### src/rtl/mem_arbiter.sv
// rtl/mem_arbiter.sv - shares one RAM port between fetch and data requesters
// Data has fixed priority; a starvation counter forces a fetch grant after STARVE_LIMIT data wins.
module mem_arbiter #(
  parameter int WORD_W       = 32,
  parameter int MAX_WAIT     = 15,
  parameter int STARVE_LIMIT = 4
) (
  input  logic              CLK,
  input  logic              nRST,
  input  logic              iREN,
  input  logic [WORD_W-1:0] iaddr,
  output logic [WORD_W-1:0] iload,
  output logic              iwait,
  input  logic              dREN,
  input  logic              dWEN,
  input  logic [WORD_W-1:0] daddr,
  input  logic [WORD_W-1:0] dstore,
  output logic [WORD_W-1:0] dload,
  output logic              dwait,
  output logic              ramREN,
  output logic              ramWEN,
  output logic [WORD_W-1:0] ramaddr,
  output logic [WORD_W-1:0] ramstore,
  input  logic [WORD_W-1:0] ramload,
  input  logic [1:0]        ramstate,
  output logic              err
);

  typedef enum logic [1:0] {IDLE, DGRANT, IGRANT} state_t;

  localparam logic [1:0] RAM_ACCESS = 2'd2;
  localparam logic [1:0] RAM_ERROR  = 2'd3;
  localparam int WC_W = $clog2(MAX_WAIT + 1);
  localparam int SC_W = $clog2(STARVE_LIMIT + 1);
  localparam logic [WORD_W-1:0] BAD_WORD = WORD_W'(32'hBAD1BAD1);

  state_t          state;
  logic [WC_W-1:0] waitcnt;
  logic [SC_W-1:0] starvecnt;

  logic d_req;
  logic active;
  logic access;
  logic fault;
  logic done;
  logic starve_full;

  assign d_req       = dREN | dWEN;
  assign active      = (state == DGRANT && d_req) || (state == IGRANT && iREN);
  assign access      = (ramstate == RAM_ACCESS);
  // An ACCESS in the timeout cycle still counts as a good completion.
  assign fault       = active && !access &&
                       (ramstate == RAM_ERROR || waitcnt == WC_W'(MAX_WAIT));
  assign done        = access | fault;
  assign starve_full = (starvecnt == SC_W'(STARVE_LIMIT));

  assign dwait = d_req & ~(state == DGRANT && done);
  assign iwait = iREN  & ~(state == IGRANT && done);

  always_comb begin
    ramREN   = 1'b0;
    ramWEN   = 1'b0;
    ramaddr  = '0;
    ramstore = '0;
    iload    = '0;
    dload    = '0;
    case (state)
      DGRANT: begin
        ramaddr  = daddr;
        ramstore = dstore;
        ramWEN   = dWEN;
        ramREN   = dREN & ~dWEN;
        dload    = fault ? BAD_WORD : ramload;
      end
      IGRANT: begin
        ramaddr = iaddr;
        ramREN  = iREN;
        iload   = fault ? BAD_WORD : ramload;
      end
      default: ;
    endcase
  end

  always_ff @(posedge CLK or negedge nRST) begin
    if (!nRST) begin
      state     <= IDLE;
      waitcnt   <= '0;
      starvecnt <= '0;
      err       <= 1'b0;
    end else begin
      err <= 1'b0;
      case (state)
        IDLE: begin
          waitcnt <= '0;
          if (d_req && !(iREN && starve_full)) begin
            state <= DGRANT;
            if (!iREN)
              starvecnt <= '0;
            else if (!starve_full)
              starvecnt <= starvecnt + SC_W'(1);
          end else if (iREN) begin
            state     <= IGRANT;
            starvecnt <= '0;
          end
        end
        DGRANT, IGRANT: begin
          // A withdrawn request releases the port quietly, even at the timeout point.
          if (!active) begin
            state   <= IDLE;
            waitcnt <= '0;
          end else if (done) begin
            state   <= IDLE;
            waitcnt <= '0;
            err     <= fault;
          end else begin
            waitcnt <= waitcnt + WC_W'(1);
          end
        end
        default: begin
          state   <= IDLE;
          waitcnt <= '0;
        end
      endcase
    end
  end

endmodule

### config.mk
export PLATFORM = sky130hd
export DESIGN_NAME = mem_arbiter
export DESIGN_NICKNAME = d
export VERILOG_FILES = /design/src/rtl/mem_arbiter.sv
export SDC_FILE = /design/constraint.sdc
export NUM_CORES = 1
export LEC_CHECK = 0
export ABC_AREA = 1
export CORE_AREA = 2 2 105 107
export DETAILED_ROUTE_END_ITERATION = 10
export DIE_AREA = 0 0 107 109
export GPL_TIMING_DRIVEN = 0
export PLACE_DENSITY = 0.75
export SYNTH_ARGS = -nofsm -noshare
export SYNTH_HDL_FRONTEND = slang
export SYNTH_SLANG_ARGS = --single-unit
### constraint.sdc
create_clock -name CLK -period 1.6 [get_ports CLK]
set_input_delay 0.16 -clock CLK [delete_from_list [all_inputs] [get_ports CLK]]
set_output_delay 0.16 -clock CLK [all_outputs]
set_load 0.1 [all_outputs]
-- Word-level counts from Yosys, hierarchy flattened
Cells that the tools add are included.
- div/mod/pow operators: 0
- reductions and logical operators: 17
- $mul: 0
- bitwise logic cells: 8
- eq/ne operators: 9
- magnitude comparators: 0
- add/subtract/negate cells: 2
- multiplexer cells: 22
- shift operators: 0
- operator list (operator ; count):
    $mux 32 ; 4
    $pmux 32 s2 ; 1
    $mux 3 ; 4
    $mux 4 ; 3
    $ne 3x3->1 const B ; 3
    $logic_and 1x1->1 ; 8
    $mux 2 ; 4
    $eq 2x2->1 const B ; 3
    $add 4x1->4 const B ; 1
    $eq 4x4->1 const B ; 1
    $mux 1 ; 4
    $pmux 2 s2 ; 1
    $add 3x1->3 const B ; 1
    $and 1x1->1 ; 3
    $eq 3x3->1 const B ; 1
    $not 1->1 ; 3
    $reduce_and 3->1 ; 1
    $eq 2x1->1 const B ; 1
    $logic_not 1->1 ; 2
    $logic_not 2->1 ; 1
    $logic_or 1x1->1 ; 2
    $or 1x1->1 ; 2
    $pmux 1 s2 ; 1
    $reduce_and 2->1 ; 1
    other kinds (2) ; 2
- bits in read-only memories: 0
- input port bits: 135
- output and inout port bits: 133
- memory bits (writable): 0
- logic and storage cells: 62
- flip-flop bits (word level): 10
- latch bits: 0
- memories: 0

-- Depth between registers and ports, before layout
Gate-level depths: netlist of run 1.
- word-level depth: 9
- depth in mapped cells: 10
- gate-level depth less buffers: 8

-- Worst setup path after synthesis of run 1
OpenSTA, ideal clock, no wires.
- kind: register to output
- start: register state[0]
- end: output dload[18]
- required time: 1.440 ns
- cell stages (with the launch flop): 11
- setup slack: -1.844 ns
- arrival: 3.284 ns
- buffers on the path: 3
- cells stage by stage: dfrtp_1 -> inv_1 -> ha_1 -> buf_2 -> nand2_2 -> nand3_2 -> nand2_2 -> nor2_4 -> buf_6 -> buf_6 -> nor3_1
- cells in the longest elaborated chain, start to end: 7
- elaborated cells on any way between the ends: 9
- classes of those cells: eq/ne (2); mux (2); reduce/logical (5)
- RTL lines (item ; RTL line ; text):
    start, declared ; 37 ; state_t state;
    start signal, assigned ; 86 ; state <= IDLE;
    start signal, assigned ; 96 ; state <= DGRANT;
    start signal, assigned ; 102 ; state <= IGRANT;
    $eq 2x1->1 / $eq 2x2->1 (equally long branches) ; 49, 67 ;
    $logic_and 1x1->1 ; 49 ; assign active = (state == DGRANT && d_req) || (state == IGRANT && iREN);
    $logic_or 1x1->1 ; 49 ;
    $logic_and 1x1->1 (2 in a row) ; 52 ; assign fault = active && !access &&
    $mux 32 ; 73 ; dload = fault ? BAD_WORD : ramload;
    $mux 32 (*) ; 67 ; case (state)
    end, declared ; 18 ; output logic [WORD_W-1:0] dload,
Mark *: on every way between the ends. The rest lies on a longest branch, timed or not.

-- Worst setup path in the final report of run 1
- start: register state[0]
- end: output iload[14]
- cells in the longest elaborated chain, start to end: 7
- elaborated cells on any way between the ends: 9
- classes of those cells: eq/ne (2); mux (2); reduce/logical (5)
- RTL lines (item ; RTL line ; text):
    $eq 2x1->1 / $eq 2x2->1 (equally long branches) ; 49, 67 ;
    $logic_and 1x1->1 ; 49 ;
    $logic_or 1x1->1 ; 49 ;
    $logic_and 1x1->1 (2 in a row) ; 52 ;
    $mux 32 ; 78 ; iload = fault ? BAD_WORD : ramload;
    $mux 32 (*) ; 67 ;
    end, declared ; 12 ; output logic [WORD_W-1:0] iload,
Marked as above.

==> results of run 1 <==
## registers in the layout (all words and copies together), names as in the netlist
name / flops
state: 2
starvecnt: 3
err: 1
waitcnt: 4
## per-stage QoR
step / instances / area, um2 / hold WS (ns) / worst slack, ns / TNS (ns)
after CTS: 778 / 7140 / 0.263 / -0.663 / -73.14
final: 829 / 8770 / 0.255 / -0.660 / -66.28
after detailed placement: 768 / 6270 / 0.462 / -1.55 / -155.69
after floorplan: 361 / 3430 / -0.136 / -0.642 / -42.81
after global routing: 829 / 8770 / 0.294 / -0.719 / -73.92
after global placement: 768 / 6270 / 0.444 / -1.49 / -150.53
## cell type report
cell class              instances  area [um2]  area share
well taps                     140         175      0.0200
plain buffers                  22         347      0.0395
multi-input cells             241        2670       0.304
repair buffers                330        4840       0.552
clock buffers                   3        41.3     0.00471
flip-flops and latches         10         251      0.0287
inverters                      83         452      0.0515
## power groups by stage
stage,registers (W),logic [W],clock network [W]
finish,0.000359,0.0176,0.000259
global route,0.000366,0.0181,0.000265
CTS,0.000348,0.0138,0.000257
detailed placement,0.000348,0.0126,0
global placement,0.000344,0.0125,0
floorplan,0.000372,0.0101,0
## synthesized netlist by cell type
master and n:
xnor2_1 1, buf_2 7, o22ai_1 1, nor2_4 1
nand3_1 9, ha_1 6, nand2_1 107, a21oi_1 66
clkbuf_1 13, o21ai_0 2, nand3_2 1, buf_6 6
nor3_1 20, nand2_2 3, xor2_1 2, clkinv_1 1
nor2_1 7, nor3_2 8, buf_1 1, dfrtp_1 10
inv_1 81, a21oi_2 5, o21ai_1 1, inv_2 1
nand4_1 1
## metal layers
layer | routed length (um) | vias up | global-route usage | share of wire
met4 | 786 | 0 | 0.0417 | 0.044
li1 | - | 1767 | - | -
met2 | 9740 | 196 | 0.425 | 0.54
met3 | 1180 | 58 | 0.0317 | 0.066
met5 | 0 | - | 0 | 0
met1 | 6210 | 1902 | 0.225 | 0.35
## repair_timing
item / 4_1_cts / 5_1_grt
gates cloned: 2 / 11
endpoints found under the hold margin: 0 / 0
buffers inserted: 5 / 45
resized for setup: 899 / 463
setup endpoints to repair: 134 / 136
pin swaps: 7 / 47
## critical path: stages (launching register included)
cell and delay [ns]:
dfrtp_1 0.42, inv_2 0.08, ha_4 0.20, nand2_4 0.08, nand3_4 0.09, nand2_4 0.10, nor2_4 0.06, buf_12 0.14
buf_4 0.14, buf_16 0.15, nor3_4 0.18, buf_12 0.21
## path summary, 6_finish.rpt
check,cells past startpoint,endpoint,from
max,11,iload[14],state[0]$_DFFE_PN0P_
min reg2reg,1,waitcnt[0]$_DFF_PN0_,waitcnt[0]$_DFF_PN0_
min in group CLK,1,waitcnt[0]$_DFF_PN0_,waitcnt[0]$_DFF_PN0_
max reg2reg,10,err$_DFF_PN0_,state[0]$_DFFE_PN0P_
min,1,starvecnt[2]$_DFFE_PN0P_,nRST
max in group asynchronous,1,state[1]$_DFFE_PN0P_,nRST
## cells by family after synthesis
kind of cell,share of synthesized area
flops,0.131
xor+xnor,0.0137
fa+ha+maj,0.0392
simple gates,0.366
buf+inv,0.244
compound gates,0.207
==> metrics.md, run 1 <==
| Metric | Value |
|---|---|
| CTS tree | `yes` |
| Total Routing Usage GR | `0.208` |
| Die Height | `109 um` |
| Final Hold Viols | `0` |
| Worst Max-Slew Pin Slew | `0.970 ns` |
| Largest net degree at the start of global routing | `11` |
| Max Fanout on Critical Path | `7` |
| Vias in the first global route | `3639` |
| HPWL Detailed | `10200 um` |
| Most frequent cells in the layout | `buf_12 (145), clkdlybuf4s50_1 (134), a21oi_4 (70), nand2_1 (57), nand2_4 (49)` |
| Slew Viols, Final | `0` |
| Syn Inst Count | `361` |
| Register area share after synthesis | `0.131` |
| Worst path arrival time | `2.10 ns` |
| TritonCTS buffer count | `3` |
| Minimum clock period | `2.26 ns` |
| DIE AREA | `11700 um2` |
| Ant. Diodes | `0` |
| Sequential power share | `0.020` |
| Failing checks | `negative setup slack` |
| CP startpoint kind | `flop` |
| Peak supply drop | `1300 uV` |
| Switching power total | `0.0110 W` |
| Worst rel slew slack | `0.353` |
| Sw Share | `0.601` |
| Gpl congestion | `0.843` |
| Tcrit/Tclk final | `1.41` |
| Endpoints failing setup | `132` |
| Fmax | `442 MHz` |
| Final #Nets | `832` |
| IO Count | `268` |
| Synth Area per Inst | `5.30 um2` |
| #FFs+latches synth | `10` |
| Root Buffer | `clkbuf_8` |
| Reg2reg setup slack | `-0.04 ns` |
| Site row count | `38` |
| Post-synth top area share | `0.210` |
| Commonest non-fill, non-tap cell in the layout | `buf_12` |
| Antenna violations before repair | `0` |
| Leakage | `3.51 nW` |
| RSZ-0062 raised after global routing | `yes` |
| DR vias/cell | `4.73` |
| Hold crit path type | `in -> async` |
| P per Cell Area | `2080 nW/um2` |
| First-pass detailed-route iteration total | `5` |
| Fill cells | `526` |
| Share of cells above drive strength 1 | `0.604` |
| Unique masters post-synth | `25` |
| DRC violations left | `0` |
| Final Skew | `0.00413 ns` |
| P_int | `0.00727 W` |
| Combinational share of power | `0.966` |
| Clock sinks | `10` |
| Global-route wire length before repair | `19400 um` |
| Crit Path Class | `reg -> out` |
| Fin util | `0.827` |
| Synth Warn # | `0` |
| Outcome | `finished with violations` |
| Hold buffer count at cts | `0` |
| Area growth syn-to-layout | `359%` |
| Worst Path Required | `1.44 ns` |
| Total chip power | `0.0182 W` |
| Skew-Pair Late Insertion Delay | `0.23 ns` |
| Initial DRC count | `154` |
| CP Capture Type | `output port` |
| Number of max-cap violations | `0` |
| Antenna Nets Post-Route | `0` |
| Total grt overflow | `0` |
| Synthesized area | `1910 um2` |
| Clock network fraction of design power | `0.014` |
| Die width | `107 um` |
| Via count | `3923` |
| Clock slew at reported path FFs | `0.05 ns` |
| Post-Syn Nets | `502` |
| Initial Utilization | `0.180` |
| Clk buf depth | `2` |
| H-Tree Depth | `1` |
| CORE AREA | `10600 um2` |
| Synth area leader | `nand2_1` |
| WL per Instance | `21.6 um` |
| PortBufs | `267` |
| WL final | `17900 um` |
| Final worst setup slack | `-0.660 ns` |
| Ranking of synthesized cells by area | `nand2_1 (21%), a21oi_1 (17%), inv_1 (16%)` |
No activity file was read; power rests on OpenSTA's default activity.
==> run 2: changes to the inputs <==
--- a/config.mk
+++ b/config.mk
@@ -10,7 +10,7 @@
 export DETAILED_ROUTE_END_ITERATION = 10
 export DIE_AREA = 0 0 107 109
 export GPL_TIMING_DRIVEN = 0
-export PLACE_DENSITY = 0.75
+export PLACE_DENSITY = 0.69
 export SYNTH_ARGS = -nofsm -noshare
 export SYNTH_HDL_FRONTEND = slang
 export SYNTH_SLANG_ARGS = --single-unit
==> run 2 against run 1 <==
The flow still finishes with violations (negative setup slack); final area is 7.0% lower; clock-buffer cell count stayed put; largest cell class unchanged; critical path type unchanged; register-to-register slack hardly changed; core utilization is 5.8 points lower; fmax is 1.4% lower.
==> metrics.md, run 2 (synthesized netlist as in run 1, its figures left out) <==
| Metric | Value |
|---|---|
| Antenna Nets Post-Route | `0 (unchanged)` |
| Endpoints failing setup | `132 (unchanged)` |
| Worst Path Required | `1.44 ns (about the same)` |
| Max Fanout on Critical Path | `10 (was 7)` |
| Failing checks | `negative setup slack (unchanged)` |
| Tcrit/Tclk final | `1.43 (was 1.41)` |
| Antenna violations before repair | `0 (unchanged)` |
| CP Cell Sequence | `inv_2 > ha_4 > buf_8 > nand2_4 > nand3_4 > nand2_4 > nor2_4 > clkinv_8 > buf_8 > a21oi_4 > buf_12 (was inv_2 > ha_4 > nand2_4 > nand3_4 > nand2_4 > nor2_4 > buf_12 > buf_4 > buf_16 > nor3_4 > buf_12)` |
| P per Cell Area | `2040 nW/um2 (was 2080 nW/um2)` |
| Routed wl met3 | `829 um (was 1180 um)` |
| WL per Instance | `18.4 um (was 21.6 um)` |
| Number of flip-flops in the largest register | `4 (unchanged)` |
| Setup tns final | `-70.59 ns (was -66.28 ns)` |
| Biggest register | `waitcnt (unchanged)` |
| Highest metal used | `met4 (unchanged)` |
| Number of max-cap violations | `0 (unchanged)` |
| Final #Nets | `812 (was 832)` |
| Fin util | `0.769 (was 0.827)` |
| Die Height | `109 um (unchanged)` |
| Minimum clock period | `2.29 ns (was 2.26 ns)` |
| Clk buf depth | `2 (unchanged)` |
| Leakage | `3.24 nW (was 3.51 nW)` |
| Skew-Pair Late Insertion Delay | `0.25 ns (was 0.23 ns)` |
| Crit-path max cell delay | `0.43 ns (was 0.42 ns)` |
| CP delay by family, top | `buffers and inverters (unchanged)` |
| Crit Path Class | `reg -> out (unchanged)` |
| Global-route wire length before repair | `18900 um (was 19400 um)` |
| RSZ-0062 raised after global routing | `yes (unchanged)` |
| Vias in the first global route | `3485 (was 3639)` |
| Worst rel slew slack | `0.354 (was 0.353)` |
| Total grt overflow | `0 (unchanged)` |
| Slew Viols, Final | `0 (unchanged)` |
| Share of cells above drive strength 1 | `0.583 (was 0.604)` |
| Commonest non-fill, non-tap cell in the layout | `clkdlybuf4s50_1 (was buf_12)` |
| CP Capture Type | `output port (unchanged)` |
| Final worst setup slack | `-0.692 ns (was -0.660 ns)` |
| Ant. Diodes | `0 (unchanged)` |
| Area growth syn-to-layout | `326% (was 359%)` |
| DRC violations left | `0 (unchanged)` |
| Largest net degree at the start of global routing | `11 (unchanged)` |
| TritonCTS buffer count | `3 (unchanged)` |
| Die width | `107 um (unchanged)` |
| Min Hold Slack | `0.228 ns (was 0.255 ns)` |
| Via count | `3645 (was 3923)` |
| Post-route cell area | `8160 um2 (was 8770 um2)` |
| DR vias/cell | `4.51 (was 4.73)` |
| Final Skew | `0.00329 ns (was 0.00413 ns)` |
| Leading registers by flop count | `waitcnt (4), starvecnt (3), state (2) (unchanged)` |
| Clock slew at reported path FFs | `0.05 ns (about the same)` |
| CP bufs+invs | `5 (unchanged)` |
| H-Tree Depth | `1 (unchanged)` |
| First-pass detailed-route iteration total | `4 (was 5)` |
| Site row count | `38 (unchanged)` |
| CORE AREA | `10600 um2 (unchanged)` |
| Worst Max-Slew Pin Slew | `0.967 ns (was 0.970 ns)` |
| IO Count | `268 (unchanged)` |
| Area after DPL | `6270 um2 (unchanged)` |
| Root Buffer | `clkbuf_8 (unchanged)` |
| Outcome | `finished with violations (unchanged)` |
| Final Hold Viols | `0 (unchanged)` |
| Clock sinks | `10 (unchanged)` |
| Most frequent cells in the layout | `clkdlybuf4s50_1 (134), buf_12 (122), a21oi_4 (70), nand2_1 (60), inv_1 (47) (was buf_12 (145), clkdlybuf4s50_1 (134), a21oi_4 (70), nand2_1 (57), nand2_4 (49))` |
| Hold buffer count at cts | `0 (unchanged)` |
| Total chip power | `0.0166 W (was 0.0182 W)` |
| Metal2 WL | `8230 um (was 9740 um)` |
| Peak supply drop | `1210 uV (was 1300 uV)` |
| PortBufs | `267 (unchanged)` |
| HPWL Detailed | `10100 um (was 10200 um)` |
| CP startpoint kind | `flop (unchanged)` |
| CTS tree | `yes (unchanged)` |
| Slowest CP cell | `dfrtp_1 (unchanged)` |
| Total Routing Usage GR | `0.206 (was 0.208)` |
| Fmax | `436 MHz (was 442 MHz)` |
| Hold crit path type | `in -> async (unchanged)` |
| WL final | `14900 um (was 17900 um)` |
| Gpl congestion | `0.871 (was 0.843)` |
| Wl on met1 | `5330 um (was 6210 um)` |
| Reg2reg setup slack | `-0.05 ns (was -0.04 ns)` |
| Initial DRC count | `118 (was 154)` |
| DIE AREA | `11700 um2 (unchanged)` |
| Initial Utilization | `0.180 (unchanged)` |
| Worst path arrival time | `2.13 ns (was 2.10 ns)` |
run 2: changes by cell type in the layout (fill, tap and decap cells not counted), sizes merged:
| cell | change |
|---|---|
| buf | -17 |
| clkbuf | -3 |
| clkinv | +2 |
| inv | -2 |
run 2: area by class of cell:
type	count	area [um2]
tap	140	175
multi-input combinational	241	2590
inverter	83	449
clock buffer	3	41.3
buffer	26	405
fill	639	2450
sequential	10	250
timing repair buffer	306	4240
run 2: path summary, 6_finish.rpt:
kind,from,to,cells after the start
worst max-delay path,state[1]$_DFFE_PN0P_,dload[6],11
worst min-delay path,nRST,starvecnt[0]$_DFFE_PN0P_,1
worst max register to register,state[1]$_DFFE_PN0P_,err$_DFF_PN0_,10
worst min register to register,waitcnt[0]$_DFF_PN0_,waitcnt[0]$_DFF_PN0_,1
max in group asynchronous,nRST,waitcnt[3]$_DFF_PN0_,1
min in group CLK,waitcnt[0]$_DFF_PN0_,waitcnt[0]$_DFF_PN0_,1
run 2: metal layers:
metal | global-route usage | up-vias
met2 | 0.394 | 155
li1 | - | 1727
met5 | 0 | -
met3 | 0.0329 | 35
met4 | 0.0677 | 0
met1 | 0.231 | 1728
run 2: stage by stage:
stage | worst slack [ns] | instances
2_1_floorplan | -0.642 | 361
3_3_place_gp | -1.49 | 768
3_5_place_dp | -1.53 | 768
4_1_cts | -0.711 | 771
5_1_grt | -0.781 | 809
6_report | -0.692 | 809
run 2: where the power goes:
group | total, W | switching (W) | internal (W)
logic | 0.0160 | 0.0103 | 0.00570
clock network | 0.000276 | 0.000110 | 0.000166
registers | 0.000357 | 0.0000515 | 0.000305
total | 0.0166 | 0.0104 | 0.00617
run 2: what timing repair did:
item / CTS / global route
buffers inserted: 0 / 35
pin swaps: 0 / 27
cloned: 0 / 4
endpoints found under the setup margin: 134 / 136
resized for setup: 821 / 461
